$ cat config.mk
export PLATFORM = sky130hd
export DESIGN_NAME = apb_slave_mem_flat
export DESIGN_NICKNAME = d
export VERILOG_FILES = /design/src/rtl/apb_slave_mem_pkg.sv /design/src/rtl/apb_slave_mem_if.sv /design/src/rtl/apb_slave_regfile.sv /design/src/rtl/apb_slave_mem.sv /design/src/flat_wrapper.sv
export SDC_FILE = /design/constraint.sdc
export NUM_CORES = 2
export LEC_CHECK = 0
export BUFFER_PORTS_ARGS = -buffer_cell sky130_fd_sc_hd__buf_2
export CAP_MARGIN = 10
export CORE_MARGIN = 2
export CORE_UTILIZATION = 50
export CTS_CLUSTER_DIAMETER = 120
export DETAILED_ROUTE_END_ITERATION = 10
export GPL_TIMING_DRIVEN = 0
export PLACE_DENSITY_LB_ADDON = 0.3
export SYNTH_ARGS = -nofsm -noshare
export SYNTH_HDL_FRONTEND = slang
export SYNTH_SLANG_ARGS = --single-unit
$ cat constraint.sdc
create_clock -name PCLK -period 2.6 [get_ports PCLK]
set_clock_uncertainty 0.05 [all_clocks]
set_input_delay 0.78 -clock PCLK [delete_from_list [all_inputs] [get_ports PCLK]]
set_output_delay 0.78 -clock PCLK [all_outputs]
set_load 0.01 [all_outputs]
$ cat src/rtl/apb_slave_mem_pkg.sv
// Shared types and helpers for the APB3 register-memory completer.
// Holds the FSM state encoding and the address-decode rule.
package apb_pkg;

   localparam int APB_DATA_W = 32;

   typedef enum logic [1:0] {
      IDLE,
      ACCESS,
      DONE
   } apb_state_e;

   // Byte address is usable when word-aligned and inside the array.
   function automatic logic addr_ok(input logic [63:0] addr, input int unsigned depth);
      return (addr[1:0] == 2'b00) && ((addr >> 2) < 64'(depth));
   endfunction

endpackage

$ cat src/rtl/apb_slave_mem_if.sv
// APB3 bus bundle between requester and completer.
// Signal names follow the APB3 pin names.
interface apb_slave_mem_if #(
   parameter int ADDR_W = 32,
   parameter int DATA_W = 32
);
   logic [ADDR_W-1:0] PADDR;
   logic [DATA_W-1:0] PWDATA;
   logic              PWRITE;
   logic              PSEL;
   logic              PENABLE;
   logic              PREADY;
   logic [DATA_W-1:0] PRDATA;
   logic              PSLVERR;

   modport master (
      output PADDR, PWDATA, PWRITE, PSEL, PENABLE,
      input  PREADY, PRDATA, PSLVERR
   );

   modport slave (
      input  PADDR, PWDATA, PWRITE, PSEL, PENABLE,
      output PREADY, PRDATA, PSLVERR
   );
endinterface

$ cat src/rtl/apb_slave_regfile.sv
// DEPTH x DATA_W word store: one synchronous write port, one
// asynchronous read port, whole array cleared by PRESET.
module apb_slave_regfile #(
   parameter int DEPTH  = 64,
   parameter int DATA_W = 32,
   parameter int IDX_W  = $clog2(DEPTH)
) (
   input  logic              PCLK,
   input  logic              PRESET,
   input  logic              i_we,
   input  logic [IDX_W-1:0]  i_widx,
   input  logic [DATA_W-1:0] i_wdata,
   input  logic [IDX_W-1:0]  i_ridx,
   output logic [DATA_W-1:0] o_rdata
);

   logic [DATA_W-1:0] r_mem [DEPTH];

   // NOTE: the array is cleared on reset because readers rely on all-zero
   // contents afterwards; this forces flops rather than a RAM macro.
   // NOTE: sequential state uses non-blocking (<=) so all flops update
   // together at the edge regardless of statement order.
   always_ff @(posedge PCLK) begin
      if (PRESET) begin
         for (int i = 0; i < DEPTH; i++) r_mem[i] <= '0;
      end else if (i_we) begin
         r_mem[i_widx] <= i_wdata;
      end
   end

   assign o_rdata = r_mem[i_ridx];

endmodule

$ cat src/rtl/apb_slave_mem.sv
// APB3 completer backed by a word-addressed register memory, with a
// programmable number of wait states and PSLVERR on bad addresses.
module apb_slave_mem
   import apb_pkg::*;
#(
   parameter int ADDR_W      = 32,
   parameter int DATA_W      = APB_DATA_W,
   parameter int DEPTH       = 64,
   parameter int WAIT_STATES = 0
) (
   input  logic            PCLK,
   input  logic            PRESET,
   apb_slave_mem_if.slave  bus
);

   localparam int IDX_W = $clog2(DEPTH);

   apb_state_e        r_state;
   logic [3:0]        r_cnt;
   logic [ADDR_W-1:0] r_addr;
   logic [DATA_W-1:0] r_wdata;
   logic              r_write;
   logic              r_pready;
   logic [DATA_W-1:0] r_prdata;
   logic              r_pslverr;

   apb_state_e        w_state_nxt;
   logic [3:0]        w_cnt_nxt;
   logic              w_latch;
   logic              w_pready_nxt;
   logic [DATA_W-1:0] w_prdata_nxt;
   logic              w_pslverr_nxt;
   logic              w_setup;
   logic              w_err;
   logic              w_we;
   logic [IDX_W-1:0]  w_idx;
   logic [DATA_W-1:0] w_rdata;

   assign w_setup = bus.PSEL && !bus.PENABLE;
   assign w_err   = !addr_ok(64'(r_addr), DEPTH);
   assign w_idx   = r_addr[2 +: IDX_W];
   // Commit happens on the edge that leaves DONE, so a following setup reads it.
   assign w_we    = (r_state == DONE) && r_write && !w_err && !PRESET;

   apb_slave_regfile #(
      .DEPTH  (DEPTH),
      .DATA_W (DATA_W),
      .IDX_W  (IDX_W)
   ) u_regfile (
      .PCLK    (PCLK),
      .PRESET  (PRESET),
      .i_we    (w_we),
      .i_widx  (w_idx),
      .i_wdata (r_wdata),
      .i_ridx  (w_idx),
      .o_rdata (w_rdata)
   );

   // NOTE: every output of this block gets a default first, so no path
   // leaves a value unassigned and no latch is inferred.
   always_comb begin
      w_state_nxt   = r_state;
      w_cnt_nxt     = r_cnt;
      w_latch       = 1'b0;
      w_pready_nxt  = 1'b0;
      w_prdata_nxt  = '0;
      w_pslverr_nxt = 1'b0;
      case (r_state)
         IDLE: begin
            if (w_setup) begin
               w_latch     = 1'b1;
               w_cnt_nxt   = 4'(WAIT_STATES);
               w_state_nxt = ACCESS;
            end
         end
         ACCESS: begin
            if (!(bus.PSEL && bus.PENABLE)) begin
               w_state_nxt = IDLE;
            end else if (r_cnt != 4'd0) begin
               w_cnt_nxt = r_cnt - 4'd1;
            end else begin
               w_pready_nxt  = 1'b1;
               w_pslverr_nxt = w_err;
               w_prdata_nxt  = w_err ? '0 : w_rdata;
               w_state_nxt   = DONE;
            end
         end
         DONE: begin
            if (w_setup) begin
               w_latch     = 1'b1;
               w_cnt_nxt   = 4'(WAIT_STATES);
               w_state_nxt = ACCESS;
            end else begin
               w_state_nxt = IDLE;
            end
         end
         default: w_state_nxt = IDLE;
      endcase
   end

   always_ff @(posedge PCLK) begin
      if (PRESET) begin
         r_state   <= IDLE;
         r_cnt     <= 4'd0;
         r_addr    <= '0;
         r_wdata   <= '0;
         r_write   <= 1'b0;
         r_pready  <= 1'b0;
         r_prdata  <= '0;
         r_pslverr <= 1'b0;
      end else begin
         r_state   <= w_state_nxt;
         r_cnt     <= w_cnt_nxt;
         r_pready  <= w_pready_nxt;
         r_prdata  <= w_prdata_nxt;
         r_pslverr <= w_pslverr_nxt;
         if (w_latch) begin
            r_addr  <= bus.PADDR;
            r_wdata <= bus.PWDATA;
            r_write <= bus.PWRITE;
         end
      end
   end

   assign bus.PREADY  = r_pready;
   assign bus.PRDATA  = r_prdata;
   assign bus.PSLVERR = r_pslverr;

endmodule

$ cat src/flat_wrapper.sv
// flat-port wrapper written by rule: the top's interface ports become plain ports
module apb_slave_mem_flat import apb_pkg::*;
#(
   parameter int ADDR_W      = 32,
   parameter int DATA_W      = APB_DATA_W,
   parameter int DEPTH       = 64,
   parameter int WAIT_STATES = 0
)
  (PCLK, PRESET, bus_PADDR, bus_PWDATA, bus_PWRITE, bus_PSEL, bus_PENABLE, bus_PREADY, bus_PRDATA, bus_PSLVERR);
  apb_slave_mem_if #(.ADDR_W(ADDR_W), .DATA_W(DATA_W)) bus_i ();
  input  logic PCLK;
  input  logic PRESET;
  input wire logic [$bits(bus_i.PADDR)-1:0] bus_PADDR;
  input wire logic [$bits(bus_i.PWDATA)-1:0] bus_PWDATA;
  input wire logic [$bits(bus_i.PWRITE)-1:0] bus_PWRITE;
  input wire logic [$bits(bus_i.PSEL)-1:0] bus_PSEL;
  input wire logic [$bits(bus_i.PENABLE)-1:0] bus_PENABLE;
  output wire logic [$bits(bus_i.PREADY)-1:0] bus_PREADY;
  output wire logic [$bits(bus_i.PRDATA)-1:0] bus_PRDATA;
  output wire logic [$bits(bus_i.PSLVERR)-1:0] bus_PSLVERR;
  assign bus_i.PADDR = bus_PADDR;
  assign bus_i.PWDATA = bus_PWDATA;
  assign bus_i.PWRITE = bus_PWRITE;
  assign bus_i.PSEL = bus_PSEL;
  assign bus_i.PENABLE = bus_PENABLE;
  assign bus_PREADY = bus_i.PREADY;
  assign bus_PRDATA = bus_i.PRDATA;
  assign bus_PSLVERR = bus_i.PSLVERR;
  apb_slave_mem #(.ADDR_W(ADDR_W), .DATA_W(DATA_W), .DEPTH(DEPTH), .WAIT_STATES(WAIT_STATES)) u_core (.PCLK(PCLK), .PRESET(PRESET), .bus(bus_i));
endmodule
**Yosys cells after proc, flatten, opt, wreduce, memory -nomap -nowiden**

Memory sizes are Yosys's and may differ from the RTL's. A register that Yosys moved wholly into a read port is not among the register bits.
Cells that the tools add are included.

- Add/sub/neg operators: 1
- Order comparisons: 1
- Eq/ne operators: 7
- Multiplexer cells: 20
- Bitwise gates (word level): 3
- Reductions and logical operators: 20

Operators by type and width:

| operator | number |
|---|---|
| $mux W32 | 1 |
| $reduce_or A32 Y1 | 1 |
| $lt A30 B7 Y1 const B | 1 |
| $mux W4 | 3 |
| $mux W1 | 10 |
| $ne A2 B1 Y1 const B | 4 |
| $pmux W4 S2 | 1 |
| $logic_and A1 B1 Y1 | 6 |
| $mux W2 | 3 |
| $mux W6 | 1 |
| $pmux W2 S3 | 1 |
| $reduce_or A5 Y1 | 1 |
| $logic_not A2 Y1 | 2 |
| $reduce_and A4 Y1 | 1 |
| $reduce_bool A4 Y1 | 1 |
| $reduce_or A4 Y1 | 1 |
| $sub A4 B1 Y4 const B | 1 |
| $logic_not A1 Y1 | 3 |
| $ne A3 B3 Y1 const B | 1 |
| $not A1 Y1 | 3 |
| $reduce_or A3 Y1 | 1 |
| $eq A2 B1 Y1 const B | 1 |
| $eq A2 B2 Y1 const B | 1 |
| $reduce_and A2 Y1 | 1 |
| 2 further kinds | 2 |

- Register bits after elaboration: 73
- RAM bits: 2048
- Logic and storage cells: 60
- Memories: 1

Memories:

| memory | words | width | rd ports | clocked after memory_dff | write ports | RTL line | text |
|---|---|---|---|---|---|---|---|
| u_core.u_regfile.r_mem | 64 | 32 | 1 | 1 | 64 | apb_slave_regfile.sv:17 | `logic [DATA_W-1:0] r_mem [DEPTH];` |

**Longest topological paths before layout**

- Word-level depth: 9
- Mapped depth: 10
- Mapped depth without buffers: 7

**Hierarchy**

Synthesis repeated with hierarchy kept, for this count alone.

- Cells, all modules: 6292
- Area, all modules: 96173.5 µm²

Modules (own cells, without submodules):

| module | instances | cells each | area each (µm²) | seq. area each (µm²) |
|---|---|---|---|---|
| apb_slave_regfile | 1 | 5851 | 92289.8 | 61499.0 |
| apb_slave_mem | 1 | 441 | 3883.7 | 2102.0 |

**Least setup slack after synthesis**

No wires, ideal clock.

- Path type: in2reg
- Start point: input port PRESET
- End point: memory u_core.u_regfile.r_mem[56][0] (enable)
- Library setup time: 375 ps
- Arrival: 2286 ps
- Data required time: 2175 ps
- Slack: -111 ps
- Cell stages on the path: 5
- Path buffers: 1
- Cell sequence: nor3_2 -> buf_2 -> nand3_1 -> nor2_1 -> or2_2

RTL lines:

| item | RTL line | text |
|---|---|---|
| from (decl) | flat_wrapper.sv:12 | `input logic PRESET;` |
| to (decl) | apb_slave_regfile.sv:17 |  |

**Worst setup path in the final report**

- Start point: register u_core.r_addr[3]
- End point: register u_core.r_prdata[9] (netlist: u_core.bus.PRDATA[9])

- Word-level cells in the longest chain between the ends: 4

RTL lines:

| item | RTL line | text |
|---|---|---|
| from (decl) | apb_slave_mem.sv:20 | `logic [ADDR_W-1:0] r_addr;` |
| from (signal assigned) | apb_slave_mem.sv:118 | `r_addr <= bus.PADDR;` |
| $lt A30 B7 Y1 | apb_slave_mem_pkg.sv:15 | `return (addr[1:0] == 2'b00) && ((addr >> 2) < 64'(depth));` |
| $logic_and A1 B1 Y1 | apb_slave_mem_pkg.sv:15 |  |
| $not A1 Y1 (no source line) | -- |  |
| $reduce_or A5 Y1 (no source line) | -- |  |
| to (signal assigned) | apb_slave_mem.sv:115 | `r_prdata <= w_prdata_nxt;` |
| to (decl) | apb_slave_mem.sv:24 | `logic [DATA_W-1:0] r_prdata;` |

Parallel ways exist; a longest one is shown, timed or not.
A chain may end at the register's enable or synchronous reset.

==> flow_metrics.py <==
metrics = {
    "placement": {
        "place_ws_ns": -2.41,
        "place_congestion": 1.09,
        "dp_hpwl_um": 253000,
        "port_buffers": 102,
    },
    "sta": {
        "worst_slew_pin_slew_ns": 1.56,
        "setup_ws_ns": -0.327,
        "min_period_over_period": 1.13,
        "max_freq_ghz": 0.342,
        "finalSetupViolCount": 685,
        "drv_slew": 35,
        "hold_viol": 0,
        "relSlewSlack": -0.0377,
        "fin_crit_ns": 2.93,
        "rsz0062_at_grt": "yes",
    },
    "clock_tree": {
        "cts-root-buf": "clkbuf_16",
        "clock_path_buffers": 3,
        "cts_hold_buffers": 0,
        "path_clk_slew_ns": 0.06,
        "cts_buffers": 218,
        "clk_latency_ns": 0.92,
        "cts_tree": "yes",
        "cts.sinks": 2153,
        "htree_levels": 4,
    },
    "worst_setup_path": {
        "crit_end": "u_core.bus.PRDATA[9]",
        "critPathMaxFanout": 10,
        "worstSetupStartpointType": "register",
        "ff2ff_path_depth": 10,
        "cp.arrival_ns": 3.66,
        "rr_endpoint": "u_core.bus.PRDATA[9]",
        "cp-startpoint": "u_core.r_addr[3]",
        "required_ns": 3.33,
        "critPathKind": "register to register",
        "r2r_slack_ns": -0.33,
        "timing.rr.start": "u_core.r_addr[3]",
        "end_kind": "register",
    },
    "floorplanning": {
        "die-area_um2": 197000,
        "chipHeight_um": 444,
        "start_util": 0.502,
        "io_pins": 103,
        "core_region_area_um2": 192000,
        "rows": 161,
        "die_width_um": 444,
    },
    "pwr": {
        "p_seq_frac": 0.502,
        "p_int_uw": 58800,
        "p_leak_uw": 0.0426,
        "power_uw": 78500,
        "power.share.combinational": 0.099,
        "clkPwrFrac": 0.399,
        "switching_share": 0.251,
        "switchingPower_uw": 19700,
        "peakVddDrop_mv": 0.645,
        "powerDensity_nw_per_um2": 652,
    },
    "synthesis": {
        "ys_seq_elements": 2153,
        "ys_top_cells_by_area": "edfxtp_1, and2_1, mux2i_1",
        "async_flop_share": 0,
        "syn_nets": 7331,
        "netlist_area_um2": 96600,
        "synth_enable_flop_cells": 2048,
        "yosysWarnings": 0,
        "postSynthAreaPerCell_um2": 13.3,
        "synth_top_cell_area_share": 0.636,
        "synth_cell_types": 52,
        "syn_inst": 7261,
        "synth_top_area_cell": "edfxtp_1",
        "ys_seq_area_frac": 0.658,
        "synth_ff_type": "edfxtp_1",
    },
    "global_route": {
        "first_global_vias": 65800,
        "grt_first_pass_wirelength_um": 523000,
        "grt.total_usage": 0.386,
        "overflow": 0,
        "antenna_found_initial": 67,
        "grt_max_degree": 23,
    },
    "worst_hold_path": {
        "hold_path.class": "input port to register",
    },
    "detailed_routing": {
        "first_iter_violations": 12100,
        "drt_first_pass_iters": 8,
        "dr_total_vias": 70400,
        "drt_wl_total_um": 391000,
        "wl_per_cell_um": 36.2,
        "ant_nets": 0,
        "drc_errors": 0,
        "viasPerCell": 6.51,
    },
    "cells_and_area": {
        "fin_nets": 8117,
        "area_delta_synth_final_pct": 24.5,
        "drive_gt1_frac": 0.246,
        "layout_common_cells": "edfxtp_1, and2_1, mux2i_1",
        "final_common_cell": "edfxtp_1",
    },
    "run_status": {
        "run_status": "finished, violations left",
        "violations": "capacitance limit, slew limit, setup timing",
    },
    "run": {
        "maxCapViolations": 2,
    },
}
## worst min path at each step
stage	start	endpoint	cells after the start
3_5_place_dp	u_core.r_addr[24]	u_core.r_addr[24]	2
4_1_cts	bus_PADDR[22]	u_core.r_addr[22]	3
6_report	bus_PADDR[22]	u_core.r_addr[22]	3
3_3_place_gp	u_core.r_addr[29]	u_core.r_addr[29]	2
2_1_floorplan	u_core.r_addr[14]	u_core.r_addr[14]	2
5_1_grt	bus_PADDR[11]	u_core.r_addr[11]	3
## layer usage
metal,GRT usage,vias to the layer above,part of all wire
li1,-,28200,-
met1,0.482,34700,0.34
met2,0.533,6021,0.41
met3,0.160,1401,0.16
met4,0.293,48,0.090
met5,0.00733,-,0.0015
## state kept, by name (all words and copies together) (netlist names)
| register | count |
|---|---|
| u_core.r_state | 2 |
| u_core.bus.PREADY | 1 |
| u_core.u_regfile.r_mem | 2048 |
| u_core.r_write | 1 |
| u_core.r_cnt | 4 |
| u_core.r_addr | 32 |
| u_core.bus.PSLVERR | 1 |
| u_core.r_wdata | 32 |
| u_core.bus.PRDATA | 32 |
## area by class of cell
type                    count  area, um2
clock buffers             285       5870
diodes                     69        173
flip-flops and latches   2153      63600
fillers                 13900      72000
clock inverters           111       1070
inverters                   3       11.3
repair buffers            497       6220
plain buffers             738       5010
multi-input cells        4436      35200
well taps                2526       3160
## power by group through the flow
| stage | clock network [uW] | logic (uW) | registers, uW |
|---|---|---|---|
| finish | 31300 | 7750 | 39400 |
| detailed placement | 0 | 5240 | 40100 |
| floorplan | 0 | 2660 | 39900 |
| global route | 32300 | 7660 | 39500 |
| CTS | 31000 | 6880 | 39400 |
| global placement | 0 | 5150 | 40000 |
## synthesized netlist by cell type, types with 80 or more instances
cell type	number
a21oi_1	222
nand2_1	183
nor2_1	135
a221oi_1	219
mux2i_1	642
o21ai_0	132
and2_1	2051
dfxtp_1	105
a22oi_1	80
buf_2	121
edfxtp_1	2048
o22ai_1	214
clkbuf_1	549
## stage by stage
step | cell area, um2 | hold slack, ns | instances | TNS [ns] | util
final | 120000 | 0.0634 | 10800 | -32.89 | 0.626
after floorplan | 96700 | 0.386 | 7261 | 0 | -
after CTS | 117000 | 0.0464 | 10600 | -21.15 | 0.610
after global routing | 120000 | 0.0726 | 10800 | -6.45 | 0.625
after global placement | 100000 | 0.396 | 9889 | -6294.54 | 0.522
after detailed placement | 101000 | 0.397 | 9907 | -6373.40 | 0.524
## logic make-up after synthesis
| group | synth area share |
|---|---|
| flip-flops | 0.658 |
| buffers and inverters | 0.0315 |
| AND/OR/NAND/NOR | 0.156 |
| multiplexers | 0.0743 |
| AO/OA/AOI/OAI | 0.0794 |
| adder cells (fa/ha/maj) | 0.000129 |
| XOR/XNOR | 0.000181 |
## worst max-delay path, stage by stage, from the launching register on
cell and delay [ns]:
dfxtp_1 0.38, buf_8 0.20, nor2b_1 0.06, buf_4 0.17, buf_12 0.17, buf_4 0.16, buf_6 0.17, a221oi_4 0.59
a21oi_4 0.20, o2111a_1 0.22, a21oi_4 0.37
## what timing repair did
action / 4_1_cts / 5_1_grt
gates resized for setup: 1388 / 505
endpoints found under the setup margin: 4132 / 3232
pin swaps: 150 / 149
cloned: 81 / 14
buffers inserted: 253 / 109
Note: power is estimated with default switching activity, not from simulation.
